==> src/rtl/muldiv_unit.sv <==
// muldiv_unit: iterative radix-2 multiply/divide unit covering the eight
// RISC-V M-extension operations. Operands are converted to magnitudes when a
// request is accepted. The core runs unsigned shift-add (multiply) or
// restoring (divide) steps, and the sign is applied once in FIXUP.
//
// Ports:
//   clk, reset_n        clock, asynchronous active-low reset
//   Flush               synchronous abort, wins over accept and output handshake
//   InValid / InReady   request handshake; InReady = state is IDLE
//   Funct3, OpA, OpB    operation select and operands, captured at accept
//   OutValid / OutReady result handshake; OutValid = state is DONE
//   Result              result, held while OutValid is high
//   Busy                high whenever the FSM is not IDLE
//
// state | meaning
// IDLE  | waiting for a request
// BUSY  | one radix-2 step per edge while counter != 0
// FIXUP | counter exhausted; sign-corrected result is registered
// DONE  | Result presented until OutReady (or Flush)

module muldiv_unit #(
   parameter int WIDTH = 32,
   parameter int CNT_W = $clog2(WIDTH + 1)
) (
   input  logic             clk,
   input  logic             reset_n,
   input  logic             Flush,
   input  logic             InValid,
   output logic             InReady,
   input  logic [2:0]       Funct3,
   input  logic [WIDTH-1:0] OpA,
   input  logic [WIDTH-1:0] OpB,
   output logic             OutValid,
   input  logic             OutReady,
   output logic [WIDTH-1:0] Result,
   output logic             Busy
);

   localparam logic [2:0] F_MUL    = 3'b000;
   localparam logic [2:0] F_MULH   = 3'b001;
   localparam logic [2:0] F_MULHSU = 3'b010;
   localparam logic [2:0] F_MULHU  = 3'b011;
   localparam logic [2:0] F_DIV    = 3'b100;
   localparam logic [2:0] F_DIVU   = 3'b101;
   localparam logic [2:0] F_REM    = 3'b110;
   localparam logic [2:0] F_REMU   = 3'b111;

   typedef enum logic [1:0] {
      IDLE  = 2'd0,
      BUSY  = 2'd1,
      FIXUP = 2'd2,
      DONE  = 2'd3
   } state_t;

   state_t state, state_nx;

   logic [2:0]       op;
   logic             neg;
   logic [WIDTH-1:0] hi;
   logic [WIDTH-1:0] lo;
   logic [WIDTH-1:0] opnd;
   logic [CNT_W-1:0] cnt;
   logic [WIDTH-1:0] result_q;

   logic             accept;
   logic             a_signed, b_signed;
   logic             a_sgn, b_sgn;
   logic [WIDTH-1:0] a_mag, b_mag;
   logic             div_zero, div_ovf, special;
   logic [WIDTH-1:0] special_res;
   logic             neg_in;

   logic [WIDTH:0]   shifted, trial, sum;
   logic [WIDTH-1:0] step_hi, step_lo;

   logic [2*WIDTH-1:0] prod, prod_c;
   logic [WIDTH-1:0]   quo_c, rem_c, fix_res;

   assign InReady  = (state == IDLE);
   assign OutValid = (state == DONE);
   assign Busy     = (state != IDLE);
   assign Result   = result_q;

   assign accept = InValid && InReady && !Flush;

   // ---------------------------------------------------------------- accept
   always_comb begin
      a_signed = (Funct3 == F_MULH) || (Funct3 == F_MULHSU) ||
                 (Funct3 == F_DIV)  || (Funct3 == F_REM);
      b_signed = (Funct3 == F_MULH) || (Funct3 == F_DIV) || (Funct3 == F_REM);
      a_sgn    = a_signed && OpA[WIDTH-1];
      b_sgn    = b_signed && OpB[WIDTH-1];
      a_mag    = a_sgn ? -OpA : OpA;
      b_mag    = b_sgn ? -OpB : OpB;

      div_zero = Funct3[2] && (OpB == '0);
      div_ovf  = ((Funct3 == F_DIV) || (Funct3 == F_REM)) &&
                 (OpA == {1'b1, {(WIDTH-1){1'b0}}}) && (OpB == '1);
      special  = div_zero || div_ovf;

      // Funct3[1] separates REM/REMU from DIV/DIVU within the divide group.
      if (div_zero)
         special_res = Funct3[1] ? OpA : '1;
      else
         special_res = Funct3[1] ? '0 : OpA;

      // Remainder follows the dividend; every other result follows a XOR b.
      if (Funct3[2] && Funct3[1])
         neg_in = a_sgn;
      else
         neg_in = a_sgn ^ b_sgn;
   end

   // ------------------------------------------------------------ radix-2 step
   // Multiply: {hi,lo} holds partial product with the multiplier in lo,
   //           shifted right each step; carry out of the add enters hi MSB.
   // Divide:   hi is the partial remainder, lo shifts the dividend out and
   //           the quotient bits in. hi < divisor, so shifted fits WIDTH+1
   //           bits and the MSB of trial is a clean borrow flag.
   always_comb begin
      shifted = {hi, lo[WIDTH-1]};
      trial   = shifted - {1'b0, opnd};
      sum     = {1'b0, hi} + (lo[0] ? {1'b0, opnd} : '0);
      step_hi = hi;
      step_lo = lo;
      if (op[2]) begin
         if (!trial[WIDTH]) begin
            step_hi = trial[WIDTH-1:0];
            step_lo = {lo[WIDTH-2:0], 1'b1};
         end else begin
            step_hi = shifted[WIDTH-1:0];
            step_lo = {lo[WIDTH-2:0], 1'b0};
         end
      end else begin
         step_hi = sum[WIDTH:1];
         step_lo = {sum[0], lo[WIDTH-1:1]};
      end
   end

   // ------------------------------------------------------------ sign fixup
   always_comb begin
      prod   = {hi, lo};
      prod_c = neg ? -prod : prod;
      quo_c  = neg ? -lo : lo;
      rem_c  = neg ? -hi : hi;
      case (op)
         F_MUL:                     fix_res = prod_c[WIDTH-1:0];
         F_MULH, F_MULHSU, F_MULHU: fix_res = prod_c[2*WIDTH-1:WIDTH];
         F_DIV, F_DIVU:             fix_res = quo_c;
         default:                   fix_res = rem_c;
      endcase
   end

   // ------------------------------------------------------------------- FSM
   always_ff @(posedge clk or negedge reset_n) begin
      if (!reset_n)
         state <= IDLE;
      else
         state <= state_nx;
   end

   always_comb begin
      state_nx = state;
      case (state)
         IDLE:  if (accept) state_nx = special ? DONE : BUSY;
         BUSY:  if (cnt == '0) state_nx = FIXUP;
         FIXUP: state_nx = DONE;
         DONE:  if (OutReady) state_nx = IDLE;
         default: state_nx = IDLE;
      endcase
      if (Flush)
         state_nx = IDLE;
   end

   // --------------------------------------------------------------- datapath
   always_ff @(posedge clk or negedge reset_n) begin
      if (!reset_n) begin
         op       <= '0;
         neg      <= 1'b0;
         hi       <= '0;
         lo       <= '0;
         opnd     <= '0;
         cnt      <= '0;
         result_q <= '0;
      end else if (accept) begin
         op   <= Funct3;
         neg  <= neg_in;
         hi   <= '0;
         lo   <= Funct3[2] ? a_mag : b_mag;
         opnd <= Funct3[2] ? b_mag : a_mag;
         cnt  <= CNT_W'(WIDTH);
         if (special)
            result_q <= special_res;
      end else if (!Flush) begin
         if (state == BUSY && cnt != '0) begin
            hi  <= step_hi;
            lo  <= step_lo;
            cnt <= cnt - CNT_W'(1);
         end else if (state == FIXUP) begin
            result_q <= fix_res;
         end
      end
   end

endmodule

==> config.mk <==
export PLATFORM = sky130hd
export DESIGN_NAME = muldiv_unit
export DESIGN_NICKNAME = d
export VERILOG_FILES = /design/src/rtl/muldiv_unit.sv
export SDC_FILE = /design/constraint.sdc
export NUM_CORES = 1
export LEC_CHECK = 0
export CORE_AREA = 2 2 200 163
export CTS_CLUSTER_SIZE = 8
export DETAILED_ROUTE_END_ITERATION = 6
export DIE_AREA = 0 0 202 165
export MAX_ROUTING_LAYER = met4
export PLACE_DENSITY_LB_ADDON = 0.15
export SLEW_MARGIN = 20
export SYNTH_ARGS = -nofsm -noshare
export SYNTH_HDL_FRONTEND = slang
export SYNTH_SLANG_ARGS = --single-unit
export TNS_END_PERCENT = 50
==> constraint.sdc <==
create_clock -name clk -period 3.8 [get_ports clk]
set_input_delay 0.76 -clock clk [delete_from_list [all_inputs] [get_ports clk]]
set_output_delay 0.76 -clock clk [all_outputs]
set_load 0.01 [all_outputs]
==> results.py <==
metrics = {
    "outcome": {
        "status": "finished clean",
    },
    "synthesis": {
        "yosys_warnings": 0,
        "yosys.area_share.simple": 0.221,
        "syn_area_sq_mm": 0.0154,
        "synth_common_cells": "229 x nand2_1, 204 x a21oi_1, 200 x o21ai_0",
        "yosysSeqAreaShare": 0.227,
        "synth_area_leaders": "dfrtp_1 23%, a21oi_1 6.6%, o21ai_0 6.5%, ha_1 6.1%, nand2_1 5.6%",
        "ys_seq_elements": 140,
        "synthCells": 2099,
        "synthArstFlopShare": 1.00,
        "synth-xor-area-share": 0.0886,
        "synth_compound_area_frac": 0.293,
        "synth_edf_count": 0,
        "yosys.area_share.adder": 0.0635,
        "synth_cell_type_count": 85,
        "syn_area_per_cell_sq_um": 7.35,
        "synth_ff_type": "dfrtp_1",
        "synth_top_family_by_area": "compound AO/OA/AOI/OAI gates",
        "muxShareOfSynthArea": 0.0470,
        "yosys.area.top_type": "dfrtp_1",
        "synth.top_cell.area_share": 0.227,
        "synth_fp_nets": 2248,
        "yosysMostFrequentCell": "nand2_1",
    },
    "clocking": {
        "cts_hold_buf": 0,
        "numCtsBuffers": 17,
        "cts_max_path_buffers": 2,
        "cts_tree": "built",
        "clkSinkCount": 140,
        "root_buffer": "clkbuf_16",
        "clk_latency_ns": 0.46,
        "clk_pin_slew_ns": 0.07,
        "h-tree-depth": 4,
    },
    "placement": {
        "placed_area_sq_mm": 0.0175,
        "place_hpwl_mm": 50.3,
        "place.gp.congestion": 1.03,
        "portBuffers": 106,
    },
    "global_routing": {
        "grt_pass1_wl_mm": 95.6,
        "grt_max_degree": 81,
        "antenna_found_initial": 0,
        "track_usage": 0.393,
        "grt_pass1_vias": 15500,
        "grt_overflow": 0,
    },
    "detailed_routing": {
        "routed_wl_mm": 63.9,
        "vias": 17100,
        "drc": 0,
        "via_per_inst": 6.47,
        "routedWlPerCell_um": 24.2,
        "drtPass1Iterations": 5,
        "ant_nets": 0,
        "drtIter0Drc": 2142,
    },
    "setup_path": {
        "crit_slowest_cell": "or4_1",
        "worstPathMaxFanout": 5,
        "cp-start-kind": "register",
        "critPathKind": "register to register",
        "crit_required_ns": 4.12,
        "cp.arrival_ns": 3.97,
        "max_stage_delay_ns": 0.49,
        "crit_chain": "and2_1 -> ha_2 -> inv_1 -> fa_1 -> nand2b_1 -> a21oi_2 -> o2111ai_1 -> buf_4 -> a211oi_2 -> buf_4 -> o311ai_1 -> and2_1 -> or4_1 -> a32oi_1 -> o211ai_1",
        "crit_path_end_kind": "register",
    },
    "sta": {
        "rsz0062_at_grt": "true",
        "hold_violations": 0,
        "period_needed_ns": 3.64,
        "tns_ns": 0,
        "report.final.slew_viol_count": 0,
        "clock_skew_ns": 0.0112,
        "fin_crit_sh": 0.959,
        "setup_viol": 0,
        "timing.slew.headroom": 0.417,
        "worst_pin_slew_ns": 0.863,
        "fmaxAchievable_ghz": 0.274,
    },
    "die": {
        "start_util": 0.495,
        "coreArea_sq_mm": 0.0311,
        "die_x_um": 202,
        "die_y_um": 165,
        "num_io_pins": 107,
        "rows": 58,
        "dieArea_sq_mm": 0.0333,
    },
    "flow_run": {
        "maxCapViolations": 0,
    },
    "min_path": {
        "hold_path.class": "input port to async pin",
    },
    "final_layout": {
        "syn_to_final_growth_pct": 17.7,
        "postLayoutCellArea_sq_mm": 0.0181,
        "n_antenna_cell": 0,
        "drive_above_1_share": 0.102,
        "nNetsFinal": 2355,
    },
    "power": {
        "powerDensity_mw_per_mm2": 887,
        "finalPower_uw": 16100,
        "p_leak_uw": 0.00756,
        "peakVddDrop_uv": 551,
    },
}
final timing paths:
path                                from          to  slack [ns]  cells past startpoint
min in group clk                opnd[15]    opnd[15]        0.49                      2
worst max-delay path               lo[0]      hi[29]        0.16                     15
worst min-delay path             reset_n  Result[21]        0.33                      1
worst min register to register  opnd[15]    opnd[15]        0.49                      2
max in group asynchronous        reset_n  Result[16]        2.63                      2
worst max register to register     lo[0]      hi[29]        0.16                     15
cell usage in the layout (no fill, tap or decap), drive strengths merged, types with 27 or more instances in the layout:
cell	Yosys	final
nand3	32	32
nor3	85	85
o31ai	28	28
a21oi	205	205
nor4	27	27
a21o	40	40
dfrtp	140	140
xnor2	79	79
clkdlybuf4s50	0	104
inv	71	77
ha	75	75
mux2i	69	69
nand2	230	230
xor2	77	77
nor2	197	197
buf	32	145
o21ai	208	208
per-layer routing:
metal	global-route usage	up-vias	wire length [um]
met5	-	-	0
met4	0.150	0	2320
met3	0.141	148	8150
met2	0.526	938	25400
met1	0.533	8086	28000
li1	-	7900	-
per-stage QoR:
step,std cells,worst slack [ns],hold slack [ns],util
after floorplan,2099,0.535,0.449,-
after CTS,2637,0.00134,0.379,0.582
after detailed placement,2605,-0.0415,0.474,0.562
after global routing,2639,-0.0584,0.405,0.583
after global placement,2605,0.0595,0.464,0.562
final,2639,0.156,0.330,0.583
cell families after synthesis:
family,count (synthesis)
simple gates,704
mux,72
fa+ha+maj,77
xor+xnor,156
buf+inv,232
flops,140
compound gates,718
report_power, final:
part / internal, uW / leakage (uW) / switching (uW)
registers: 2180 / 0.00175 / 884
logic: 4350 / 0.00552 / 6900
clock network: 1000 / 0.000293 / 783
what timing repair did:
item | 4_1_cts | 5_1_grt
buffers inserted | 0 | 2
gates resized for setup | 0 | 7
setup endpoints to repair | 0 | 10
worst max-delay path: cells and delay by family, from the launching register on:
kind / cells / cell delay (ns)
and+or+nand+nor: 4 / 1.07
AOI/OAI and AO/OA: 6 / 1.01
adders and majority gates: 2 / 0.61
DFF: 1 / 0.42
buffers and inverters: 3 / 0.40
registers in the layout, summed over array words and instances, names as in the netlist:
signal  cells
neg         1
opnd       32
lo         32
hi         32
Result     32
cnt         6
op          3
state       2
final cells by class:
type / instances / area [sq um]
multi-input cells: 1727 / 11000
inverters: 71 / 267
clock buffers: 19 / 443
fillers: 2932 / 13000
repair buffers: 249 / 2230
clock inverters: 13 / 156
well taps: 420 / 526
flip-flops and latches: 140 / 3510
(Power assumes the default switching activity.)
